$ cat src/rtl/vec_op_sequencer_pkg.sv
// Shared types and constants for the vector-add command sequencer.
package vec_seq_pkg;

    // Lane count used when no override is given at instantiation
    localparam int unsigned LANES_DEFAULT = 4;

    // Command opcodes
    localparam logic [1:0] OP_VADD       = 2'b00;
    localparam logic [1:0] OP_VADD_SAVE  = 2'b01;
    localparam logic [1:0] OP_VADD_KEEPB = 2'b10;
    localparam logic [1:0] OP_ILLEGAL    = 2'b11;

    // Sequencer phases
    typedef enum logic [2:0] {
        ST_IDLE   = 3'd0,
        ST_LOAD_A = 3'd1,
        ST_LOAD_B = 3'd2,
        ST_ADD1   = 3'd3,
        ST_ADD2   = 3'd4,
        ST_WRITE  = 3'd5,
        ST_DONE   = 3'd6
    } state_e;

endpackage : vec_seq_pkg

$ cat src/rtl/vec_lane_counter.sv
// Lane index counter shared by both operand load phases: counts 0..LANES-1,
// wraps to 0 after the last lane, and exposes a one-hot decode plus last flag.
module vec_lane_counter
    import vec_seq_pkg::*;
#(
    parameter int unsigned LANES  = LANES_DEFAULT,
    parameter int unsigned LANE_W = (LANES > 1) ? $clog2(LANES) : 1
) (
    input  logic             clk,
    input  logic             rst,
    input  logic             clr_i,
    input  logic             inc_i,
    output logic [LANES-1:0] onehot_o,
    output logic             last_o
);

    logic [LANE_W-1:0] lane_q;
    logic [LANE_W-1:0] lane_d;

    // Lane register with synchronous reset
    always_ff @(posedge clk) begin
        if (rst) begin
            lane_q <= '0;
        end else begin
            lane_q <= lane_d;
        end
    end

    // Next lane: clear wins over increment; the last lane wraps back to 0
    always_comb begin
        lane_d = lane_q;
        if (clr_i) begin
            lane_d = '0;
        end else if (inc_i) begin
            lane_d = last_o ? '0 : lane_q + LANE_W'(1);
        end
    end

    // One-hot decode of the current lane and last-lane flag
    always_comb begin
        onehot_o = '0;
        for (int unsigned i = 0; i < LANES; i++) begin
            onehot_o[i] = (lane_q == LANE_W'(i));
        end
        last_o = (lane_q == LANE_W'(LANES - 1));
    end

endmodule : vec_lane_counter

$ cat src/rtl/vec_op_sequencer.sv
// Command-driven sequencer for the 4-lane vector add datapath. Accepts one
// command, paces serial operand entry, then steps the add/write strobes and
// pulses done. All strobes are decoded from the registered phase.
module vec_op_sequencer
    import vec_seq_pkg::*;
#(
    parameter int unsigned LANES = LANES_DEFAULT
) (
    input  logic             clk,
    input  logic             rst,
    input  logic             cmd_valid,
    input  logic [1:0]       cmd_op,
    output logic             cmd_ready,
    input  logic             din_valid,
    output logic             din_ready,
    output logic [LANES-1:0] en_a,
    output logic [LANES-1:0] en_b,
    output logic [LANES-1:0] en_add1,
    output logic [LANES-1:0] en_add2,
    output logic [LANES-1:0] en_f,
    output logic             save_c,
    output logic             busy,
    output logic             done,
    output logic             err
);

    state_e     state_q, state_d;
    logic [1:0] op_q, op_d;
    logic       err_q, err_d;

    logic             lane_clr;
    logic             lane_inc;
    logic [LANES-1:0] lane_onehot;
    logic             lane_last;

    vec_lane_counter #(
        .LANES (LANES)
    ) u_lane_counter (
        .clk      (clk),
        .rst      (rst),
        .clr_i    (lane_clr),
        .inc_i    (lane_inc),
        .onehot_o (lane_onehot),
        .last_o   (lane_last)
    );

    // Phase, latched opcode and illegal-opcode pulse registers
    always_ff @(posedge clk) begin
        if (rst) begin
            state_q <= ST_IDLE;
            op_q    <= OP_VADD;
            err_q   <= 1'b0;
        end else begin
            state_q <= state_d;
            op_q    <= op_d;
            err_q   <= err_d;
        end
    end

    // Next phase, opcode capture and lane counter control
    always_comb begin
        state_d  = state_q;
        op_d     = op_q;
        err_d    = 1'b0;
        lane_clr = 1'b0;
        lane_inc = 1'b0;
        case (state_q)
            ST_IDLE: begin
                if (cmd_valid) begin
                    if (cmd_op == OP_ILLEGAL) begin
                        err_d = 1'b1;
                    end else begin
                        op_d     = cmd_op;
                        lane_clr = 1'b1;
                        state_d  = ST_LOAD_A;
                    end
                end
            end
            ST_LOAD_A: begin
                if (din_valid) begin
                    lane_inc = 1'b1;
                    if (lane_last) begin
                        state_d = (op_q == OP_VADD_KEEPB) ? ST_ADD1 : ST_LOAD_B;
                    end
                end
            end
            ST_LOAD_B: begin
                if (din_valid) begin
                    lane_inc = 1'b1;
                    if (lane_last) begin
                        state_d = ST_ADD1;
                    end
                end
            end
            ST_ADD1:  state_d = ST_ADD2;
            ST_ADD2:  state_d = ST_WRITE;
            ST_WRITE: state_d = ST_DONE;
            ST_DONE:  state_d = ST_IDLE;
            default:  state_d = ST_IDLE;
        endcase
    end

    // Strobe and status decode from the current phase
    always_comb begin
        cmd_ready = 1'b0;
        din_ready = 1'b0;
        en_a      = '0;
        en_b      = '0;
        en_add1   = '0;
        en_add2   = '0;
        en_f      = '0;
        save_c    = 1'b0;
        busy      = 1'b1;
        done      = 1'b0;
        case (state_q)
            ST_IDLE: begin
                cmd_ready = 1'b1;
                busy      = 1'b0;
            end
            ST_LOAD_A: begin
                din_ready = 1'b1;
                if (din_valid) begin
                    en_a = lane_onehot;
                end
            end
            ST_LOAD_B: begin
                din_ready = 1'b1;
                if (din_valid) begin
                    en_b = lane_onehot;
                end
            end
            ST_ADD1:  en_add1 = '1;
            ST_ADD2:  en_add2 = '1;
            ST_WRITE: begin
                en_f   = '1;
                save_c = (op_q == OP_VADD_SAVE);
            end
            ST_DONE:  done = 1'b1;
            default:  ;
        endcase
    end

    assign err = err_q;

endmodule : vec_op_sequencer

$ cat config.mk
export PLATFORM = sky130hd
export DESIGN_NAME = vec_op_sequencer
export DESIGN_NICKNAME = d
export VERILOG_FILES = /design/src/rtl/vec_op_sequencer_pkg.sv /design/src/rtl/vec_lane_counter.sv /design/src/rtl/vec_op_sequencer.sv
export SDC_FILE = /design/constraint.sdc
export NUM_CORES = 1
export LEC_CHECK = 0
export ABC_AREA = 1
export CORE_ASPECT_RATIO = 1.1
export CORE_MARGIN = 8
export CORE_UTILIZATION = 35
export DETAILED_ROUTE_END_ITERATION = 16
export PLACE_DENSITY = 0.78
export SLEW_MARGIN = 40
export SYNTH_ARGS = -nofsm -noshare
export SYNTH_HDL_FRONTEND = slang
export SYNTH_SLANG_ARGS = --single-unit
$ cat constraint.sdc
create_clock -name clk -period 3 [get_ports clk]
set_clock_uncertainty 0.1 [all_clocks]
set_input_delay 0.6 -clock clk [delete_from_list [all_inputs] [get_ports clk]]
set_output_delay 0.6 -clock clk [all_outputs]
set_load 0.02 [all_outputs]
; Yosys cells after proc, flatten, opt, wreduce, memory -nomap -nowiden
; Index checks and enable logic that the tools add are counted.
[word_totals]
inputBits = 6
output_inout_bits = 26
word_cells = 59
regBits = 8
[op_classes]
muxes = 26
addsub = 1
n_reduce_logical = 7
eq_ne = 18
n_bitwise = 3
[op_table]
columns = cell, n
row1 = 2-to-1 mux 4 bit, 6
row2 = 2-to-1 mux 3 bit, 6
row3 = case mux 3 bit (6 select lines), 1
row4 = 2-to-1 mux 1 bit, 12
row5 = "== test 3 bit, second input constant", 3
row6 = "== test 2 bit, second input constant", 4
row7 = "!= test 2 bit, second input constant", 4
row8 = "== test 3 x 2 -> 1 bit, second input constant", 2
row9 = AND reduction 6 bit, 1
row10 = "== test 2 x 1 -> 1 bit, second input constant", 2
row11 = "!= test 2 x 1 -> 1 bit, second input constant", 2
row12 = OR reduction 2 bit, 2
row13 = "== test 3 x 1 -> 1 bit, second input constant", 1
row14 = logical NOT 3 bit, 1
row15 = inverter 1 bit, 3
row16 = AND reduction 3 bit, 1
row17 = OR reduction 3 bit, 1
row18 = "adder 2 x 1 -> 2 bit, second input constant", 1
row19 = logical NOT 2 bit, 1
row20 = 2-to-1 mux 2 bit, 1

; Longest topological paths before layout
; Gate-level depths: netlist of the first run.
[logic_depth]
ltp_word = 5
depth_mapped = 8
mapped_depth_nobuf = 8

; Modules after synthesis
; A second synthesis of the first run with hierarchy kept.
[unflattened]
cells_unflattened = 96
hier_area_um2 = 630.6
[by_module_without_submodules]
columns = mod, instances, area_per_inst_um2, cells_each
row1 = vec_op_sequencer, 1, 480.5, 76
row2 = vec_lane_counter, 1, 150.1, 20

; Worst setup path before layout of the first run
; OpenSTA, ideal clock, no wires.
[synth_timing]
kind = flip-flop to output port
start = reg state_q[2]
end = out en_add2[1]
stages_incl_launch_ff = 4
setup_slack_ps = 1004
n_path_buf = 1
arrival_ps = 1296
path_cell_list = dfxtp_1 inv_2 nor3_1 buf_4
[synth_via]
elab_chain_cells = 2
[synth_lines]
columns = item, line
row1 = start: declaration, vec_op_sequencer.sv:27  ; state_e state_q, state_d;
row2 = start signal: assignment, vec_op_sequencer.sv:54  ; state_q <= state_d;
row3 = == test 3 bit, vec_op_sequencer.sv:115  ; case (state_q)
row4 = 2-to-1 mux 4 bit, vec_op_sequencer.sv:115
row5 = end: declaration, vec_op_sequencer.sv:19  ; output logic [LANES-1:0] en_add2,
; Every way passes these cells.

; Final worst setup path of the first run
[layout_timing]
start = in din_valid
end = out en_a[1]
[layout_via]
elab_chain_cells = 2
[layout_lines]
columns = item, line
row1 = start: declaration, vec_op_sequencer.sv:14  ; input logic din_valid,
row2 = 2-to-1 mux 4 bit, vec_op_sequencer.sv:122  ; if (din_valid) begin
row3 = 2-to-1 mux 4 bit, vec_op_sequencer.sv:115
row4 = end: declaration, vec_op_sequencer.sv:16  ; output logic [LANES-1:0] en_a,
; Every way passes these cells.

==> results of run 1 <==
-- cell usage after synthesis (all sizes together) --
master / n
a21oi: 2
buf: 9
dfxtp: 8
ha: 4
inv: 14
nand2: 18
nand3: 4
nor2: 16
nor3: 9
nor4: 2
o21ai: 5
-- worst max path at each step --
stage	slack (ns)	depth (start not counted)	start	endpoint
6_report	0.15	4	din_valid	en_a[1]
5_1_grt	0.11	4	din_valid	en_a[0]
4_1_cts	0.16	4	din_valid	en_a[0]
3_5_place_dp	0.16	4	din_valid	en_a[0]
3_3_place_gp	0.23	4	din_valid	en_b[1]
2_1_floorplan	1.00	3	state_q[2]$_SDFFE_PP0P_	en_add2[1]
-- flip-flops by register name, indices dropped and copies added, names as in the netlist --
name,cells
err,1
op_q,2
state_q,3
u_lane_counter.lane_q,2
-- area by class of cell --
cell class / instances / area share
timing repair buffer: 31 / 0.341
tap: 18 / 0.0248
multi-input combinational: 60 / 0.376
sequential: 8 / 0.176
inverter: 14 / 0.0578
clock buffer: 3 / 0.0248
-- power by group --
part	switching, mW	internal [mW]	leakage, nW	total [mW]
Clock	0.0433	0.0462	0.0138	0.0895
Combinational	0.338	0.218	0.302	0.557
Sequential	0.0355	0.138	0.0656	0.173
Total	0.417	0.402	0.381	0.819
-- critical path, cell delays in order --
cell and delay (ns):
sky130_fd_sc_hd__clkdlybuf4s50_1 0.55, sky130_fd_sc_hd__inv_1 0.13, sky130_fd_sc_hd__nor3_1 0.22, sky130_fd_sc_hd__clkdlybuf4s50_1 0.64
-- cell families after synthesis --
kind of cell             after synthesis
AO/OA/AOI/OAI                          7
adder cells (fa/ha/maj)                4
buffers and inverters                 23
flip-flops                             8
AND/OR/NAND/NOR                       49
-- metal layers --
layer  routed length, um  up-vias
met4                  44        0
met3                 149        5
met2                 806       26
met1                 671      271
met5                   0        -
li1                    -      329
-- cells in the final DEF, fill, tap and decap left out --
cell | synthesis | layout
sky130_fd_sc_hd__a21oi_1 | 2 | 2
sky130_fd_sc_hd__clkbuf_4 | 0 | 3
sky130_fd_sc_hd__clkdlybuf4s50_1 | 0 | 31
sky130_fd_sc_hd__dfxtp_1 | 8 | 8
sky130_fd_sc_hd__ha_1 | 4 | 4
sky130_fd_sc_hd__inv_1 | 9 | 9
sky130_fd_sc_hd__inv_2 | 5 | 5
sky130_fd_sc_hd__nand2_1 | 13 | 13
sky130_fd_sc_hd__nand2_2 | 2 | 2
sky130_fd_sc_hd__nand2_4 | 3 | 3
sky130_fd_sc_hd__nand3_1 | 1 | 1
sky130_fd_sc_hd__nand3_2 | 3 | 3
sky130_fd_sc_hd__nor2_1 | 14 | 14
sky130_fd_sc_hd__nor2_2 | 2 | 2
sky130_fd_sc_hd__nor3_1 | 9 | 9
sky130_fd_sc_hd__nor4_1 | 2 | 2
sky130_fd_sc_hd__o21ai_0 | 2 | 2
sky130_fd_sc_hd__o21ai_1 | 2 | 2
sky130_fd_sc_hd__o21ai_2 | 1 | 1
-- stage by stage --
| stage | total power, mW | instance area (sq um) | utilization |
|---|---|---|---|
| 2_1_floorplan | 0.560 | 622 | - |
| 3_3_place_gp | 0.722 | 887 | 0.515 |
| 3_5_place_dp | 0.734 | 887 | 0.515 |
| 4_1_cts | 0.829 | 910 | 0.528 |
| 5_1_grt | 0.885 | 910 | 0.528 |
| 6_report | 0.819 | 910 | 0.528 |
==> run summary, run 1 <==
largest family of logic cells by synthesized area - simple AND/OR/NAND/NOR gates
Hold Path Sink - op_q[0]$_SDFFE_PP0P_
DP Cell Count - 131
area share of the largest cell type after synthesis - 0.258
area grow syn2layout - 46.3%
worst-margin pin slew - 0.394 ns
number of antenna violations at the first check in global routing - 0
worst reg2reg path depth - 8
register bit total from synthesis - 8
flop-to-flop setup slack - 1.72 ns
worst-path fanout max - 6
Detailed Route WL - 1670 um
met2 demand-to-capacity share in global routing - 0.173
met3 GRT Util - 0.0446
Post-Syn Area - 622 sq um
post-route setup TNS - 0 ns
setup violation total in the final timing report - 0
Die Area - 3380 sq um
overall fraction of global-route tracks in use - 0.101
arrival time of the worst setup path - 2.15 ns
post-cts resize count - 0
Root Driver - sky130_fd_sc_hd__clkbuf_4
share of synthesized area spent on multiplexers - 0
Crit Path Category - in2out
RSZ-0062 raised after global routing - no
Antenna Diode Count - 0
number of vias per cell after detailed routing - 4.71
number of nets in the layout - 128
global-route wire length before repair - 2720 um
RR Startpoint - state_q[0]$_SDFFE_PP0P_
via count of the first global-routing pass - 643
time the final worst path needs with I/O delays and setup - 2.85 ns
maxcap violations - 0
Routed WL per cell - 12.5 um
worst path required time - 2.30 ns
worst min-delay path class - reg2reg
cell type contributing the most total cell area after synthesis - sky130_fd_sc_hd__dfxtp_1
Starting DRT DRC Count - 15
worst setup margin - 0.152 ns
pins over their slew limit - 0
# hold bufs at CTS - 0
final non-filler cell total - 134
Cells on Worst Hold Path - 2
clock latency at the later pin of the worst-skew pair - 0.27 ns
power density over the cells - 901 nW/um^2
overall overflow remaining after global route - 0
synthesized area divided by synthesized cell count - 6.83 sq um
number of fill cells - 172
largest net degree at the start of global routing - 8
die span in y - 60.2 um
Yosys warning count - 0
share of synthesized area occupied by flip-flops and latches - 0.258
maximum VDD drop - 460 uV
top-level I/O count - 32
area of the multi-input gates - 342 sq um
clock slew at the register clock pins of the worst setup and hold paths - 0.05 ns
number of buffers on the longest clock path - 2
gate count of the mapped netlist - 91
adder and majority cell fraction of the synthesized area - 0.0805
via count of the routed design - 631
Fmax - 351 MHz
kind of end point of the critical path - primary output
number of buffers added on ports - 31
detailed-routing iteration count for the pre-antenna-repair pass - 4
number of buffers added by the clock tree synthesis step - 3
number of clock sinks - 8
met1 usage in global routing - 0.0955
Std-Cell Core Area - 1720 sq um
number of setup buffers added after CTS - 0
net count after synthesis - 101
RD Place Congestion - 0.735
worst reg2reg path endpoint - state_q[0]$_SDFFE_PP0P_
compound-cell area share of the yosys netlist - 0.0624
number of H-tree branching levels - 1
number of nets with antenna violations after routing - 0
Hold Slack - 0.434 ns
CTS tree - done
Netlist cell types - 18
status - completed
xor-xnor portion of the synthesized cell area - 0
Post-DP HPWL - 1370 um
synthesized-area fraction occupied by and/or/nand/nor cells - 0.406
startpoint types - primary input
final worst-path cycle share - 0.949
die span in x - 56.2 um
relative slew slack - 0.735
register area - 160 sq um
detailed-route DRC error count - 0
busiest metal layer after global routing - met2
number of cell rows - 16
Starting Density - 0.361
pre-CTS setup slack - 0.157 ns
final hold viol count - 0
ratio of cells with drive above 1 in the final layout - 0.164
most area-consuming cells after synthesis - sky130_fd_sc_hd__dfxtp_1, sky130_fd_sc_hd__buf_4, sky130_fd_sc_hd__nor2_1, sky130_fd_sc_hd__ha_1, sky130_fd_sc_hd__nand2_1
hold_sp - op_q[0]$_SDFFE_PP0P_
leakage power - 0.381 nW
Note: power is estimated with default switching activity, not from simulation.
==> run 2: changes to the inputs <==
--- a/config.mk
+++ b/config.mk
@@ -9,6 +9,7 @@
 export CORE_ASPECT_RATIO = 1.1
 export CORE_MARGIN = 8
 export CORE_UTILIZATION = 35
+export CTS_CLUSTER_DIAMETER = 100
 export DETAILED_ROUTE_END_ITERATION = 16
 export PLACE_DENSITY = 0.78
 export SLEW_MARGIN = 40
==> results of run 2 <==
Final layout, timing and power as in run 1 (identical DEF).
==> run 3: changes to the inputs <==
--- a/config.mk
+++ b/config.mk
@@ -6,7 +6,6 @@
 export NUM_CORES = 1
 export LEC_CHECK = 0
 export ABC_AREA = 1
-export CORE_ASPECT_RATIO = 1.1
 export CORE_MARGIN = 8
 export CORE_UTILIZATION = 35
 export CTS_CLUSTER_DIAMETER = 100
==> run 3 against run 2 <==
  * Global-route usage fell by 0.15 points
  * Non-clock buffer count did not move
  * Cell count rose by 5.2%
  * Clock-buffer cell count did not move
  * Critical path type unchanged
  * Critical endpoint is now en_b[1]
==> run summary, run 3 (synthesis results as in run 1) <==
worst min-delay path class - reg2reg
maximum single-stage delay on the critical path - 0.65 ns (about the same)
worst reg2reg path depth - 6 (-2)
worst path required time - 2.30 ns (about the same)
clock slew at the register clock pins of the worst setup and hold paths - 0.05 ns (about the same)
detailed-route DRC error count - 0 (unchanged)
startpoint types - primary input
Starting Density - 0.364 (+0.00291)
hold_sp - op_q[0]$_SDFFE_PP0P_
via count of the routed design - 626 (-0.79%)
number of H-tree branching levels - 1 (unchanged)
cell repeated most along the worst path - sky130_fd_sc_hd__clkdlybuf4s50_1
sequential power share - 0.213 (about the same)
NetSw - 0.409 mW (-2.0%)
status - completed
Fmax - 358 MHz (+2.0%)
RR Startpoint - state_q[0]$_SDFFE_PP0P_
Starting DRT DRC Count - 13 (-2)
arrival time of the worst setup path - 2.09 ns (-0.06 ns)
Crit Path Category - in2out
number of buffers added by the clock tree synthesis step - 3 (unchanged)
proportion of power drawn by combinational gates - 0.682 (+0.003)
number of vias per cell after detailed routing - 4.44 (-5.7%)
Regs by FF count - state_q (3), op_q (2), u_lane_counter.lane_q (2)
post-route setup TNS - 0 ns (unchanged)
global-route wire length before repair - 2590 um (-4.6%)
DP Cell Count - 138 (+5.3%)
crit path cell chain - clkdlybuf4s50_1 -> inv_1 -> nor3_1 -> clkdlybuf4s50_1
die span in y - 58.2 um (-3.4%)
switching power as a share of total power - 0.504 (-0.00497)
CTS tree - done
kind of end point of the critical path - primary output
count of buffering cells on the critical path with inverters included - 3 (unchanged)
worst reg2reg path endpoint - u_lane_counter.lane_q[0]$_SDFFE_PP0P_
number of setup buffers added after CTS - 0 (unchanged)
Post-DP HPWL - 1300 um (-5.3%)
Cells on Worst Hold Path - 2 (unchanged)
number of nets with antenna violations after routing - 0 (unchanged)
number of antenna violations at the first check in global routing - 0 (unchanged)
post-cts resize count - 0 (unchanged)
detailed-routing iteration count for the pre-antenna-repair pass - 4 (unchanged)
Biggest register - state_q
number of buffers added on ports - 31 (unchanged)
number of cell rows - 15 (-1)
maximum VDD drop - 487 uV (+5.8%)
number of buffers on the longest clock path - 2 (unchanged)
Std-Cell Core Area - 1710 sq um (-0.80%)
RD Place Congestion - 0.882 (+20%)
Detailed Route WL - 1550 um (-7.2%)
Root Driver - sky130_fd_sc_hd__clkbuf_4
maxcap violations - 0 (unchanged)
number of clock sinks - 8 (unchanged)
relative slew slack - 0.758 (+0.0229)
ratio of cells with drive above 1 in the final layout - 0.164 (unchanged)
# hold bufs at CTS - 0 (unchanged)
Antenna Diode Count - 0 (unchanged)
leakage power - 0.381 nW (unchanged)
final hold viol count - 0 (unchanged)
total internal power - 0.402 mW (about the same)
CP max stage cell - sky130_fd_sc_hd__clkdlybuf4s50_1
power density over the cells - 883 nW/um^2 (-2.0%)
Die Area - 3380 sq um (about the same)
Largest delay share family, worst path - buffers and inverters
Hold Path Sink - op_q[0]$_SDFFE_PP0P_
worst-path fanout max - 6 (unchanged)
logic depth of the worst path, buffers included - 4 (unchanged)
top-level I/O count - 32 (unchanged)
share of power burned in the clock network - 0.106 (-0.003)
overall fraction of global-route tracks in use - 0.0994 (-0.00150)
time the final worst path needs with I/O delays and setup - 2.79 ns (-0.0552 ns)
Hold Slack - 0.425 ns (-0.00827 ns)
setup violation total in the final timing report - 0 (unchanged)
number of nets in the layout - 128 (unchanged)
via count of the first global-routing pass - 621 (-3.4%)
flop-to-flop setup slack - 1.73 ns (about the same)
final worst-path cycle share - 0.931 (-0.0184)
overall overflow remaining after global route - 0 (unchanged)
largest net degree at the start of global routing - 8 (unchanged)
die span in x - 58.2 um (+3.5%)
leading cell type in the layout, fill and taps excluded - sky130_fd_sc_hd__clkdlybuf4s50_1
number of flip-flops in the largest register - 3 (unchanged)
pins over their slew limit - 0 (unchanged)
area grow syn2layout - 47.7%
RSZ-0062 raised after global routing - no
final non-filler cell total - 141 (+5.2%)
number of fill cells - 171 (-0.58%)
clock latency at the later pin of the worst-skew pair - 0.26 ns (about the same)
Routed WL per cell - 11.0 um (-12%)
highest-count cells in the layout ignoring fill and taps - sky130_fd_sc_hd__clkdlybuf4s50_1, sky130_fd_sc_hd__nor2_1, sky130_fd_sc_hd__nand2_1
worst-margin pin slew - 0.360 ns (-0.0340 ns)
==> run 3: cell counts in the layout (fill, tap and decap cells not counted) <==
No cell type changed its count.
==> run 3: power groups by stage <==
stage          Clock (mW)  Sequential (mW)  Combinational, mW
3_5_place_dp            0            0.175              0.556
4_1_cts            0.0902            0.173              0.559
2_1_floorplan           0            0.169              0.391
6_report           0.0857            0.173              0.553
3_3_place_gp            0            0.174              0.548
5_1_grt            0.0926            0.178              0.610
==> run 3: layer usage <==
metal,track usage,wire (um)
met1,0.0989,699
met2,0.161,701
met3,0.0442,117
met4,0.0734,32
met5,0,0
==> run 3: layout make-up <==
type	count	area [sq um]	area share
clock buffer	3	22.5	0.0245
inverter	14	52.6	0.0572
multi-input combinational	60	342	0.372
sequential	8	160	0.174
tap	25	31.3	0.0341
timing repair buffer	31	310	0.338
==> run 3: worst min-delay path, delay by kind of cell (launching register included) <==
family / cells / cell delay, ns
DFF: 1 / 0.32
and+or+nand+nor: 1 / 0.08
AOI/OAI and AO/OA: 1 / 0.09
==> run 3: how the worst max path moves through the flow <==
stage	from	end
5_1_grt	din_valid	en_b[1]
4_1_cts	din_valid	en_b[1]
2_1_floorplan	state_q[2]$_SDFFE_PP0P_	en_add2[1]
3_5_place_dp	din_valid	en_b[1]
6_report	din_valid	en_b[1]
3_3_place_gp	din_valid	en_b[2]
==> run 3: metrics by stage <==
stage / total power [mW] / setup WS [ns] / cell area (sq um) / utilization
finish: 0.811 / 0.207 / 918 / 0.538
global route: 0.881 / 0.0969 / 918 / 0.538
CTS: 0.822 / 0.202 / 918 / 0.538
detailed placement: 0.731 / 0.190 / 896 / 0.525
global placement: 0.722 / 0.244 / 896 / 0.525
floorplan: 0.560 / 1.00 / 622 / -
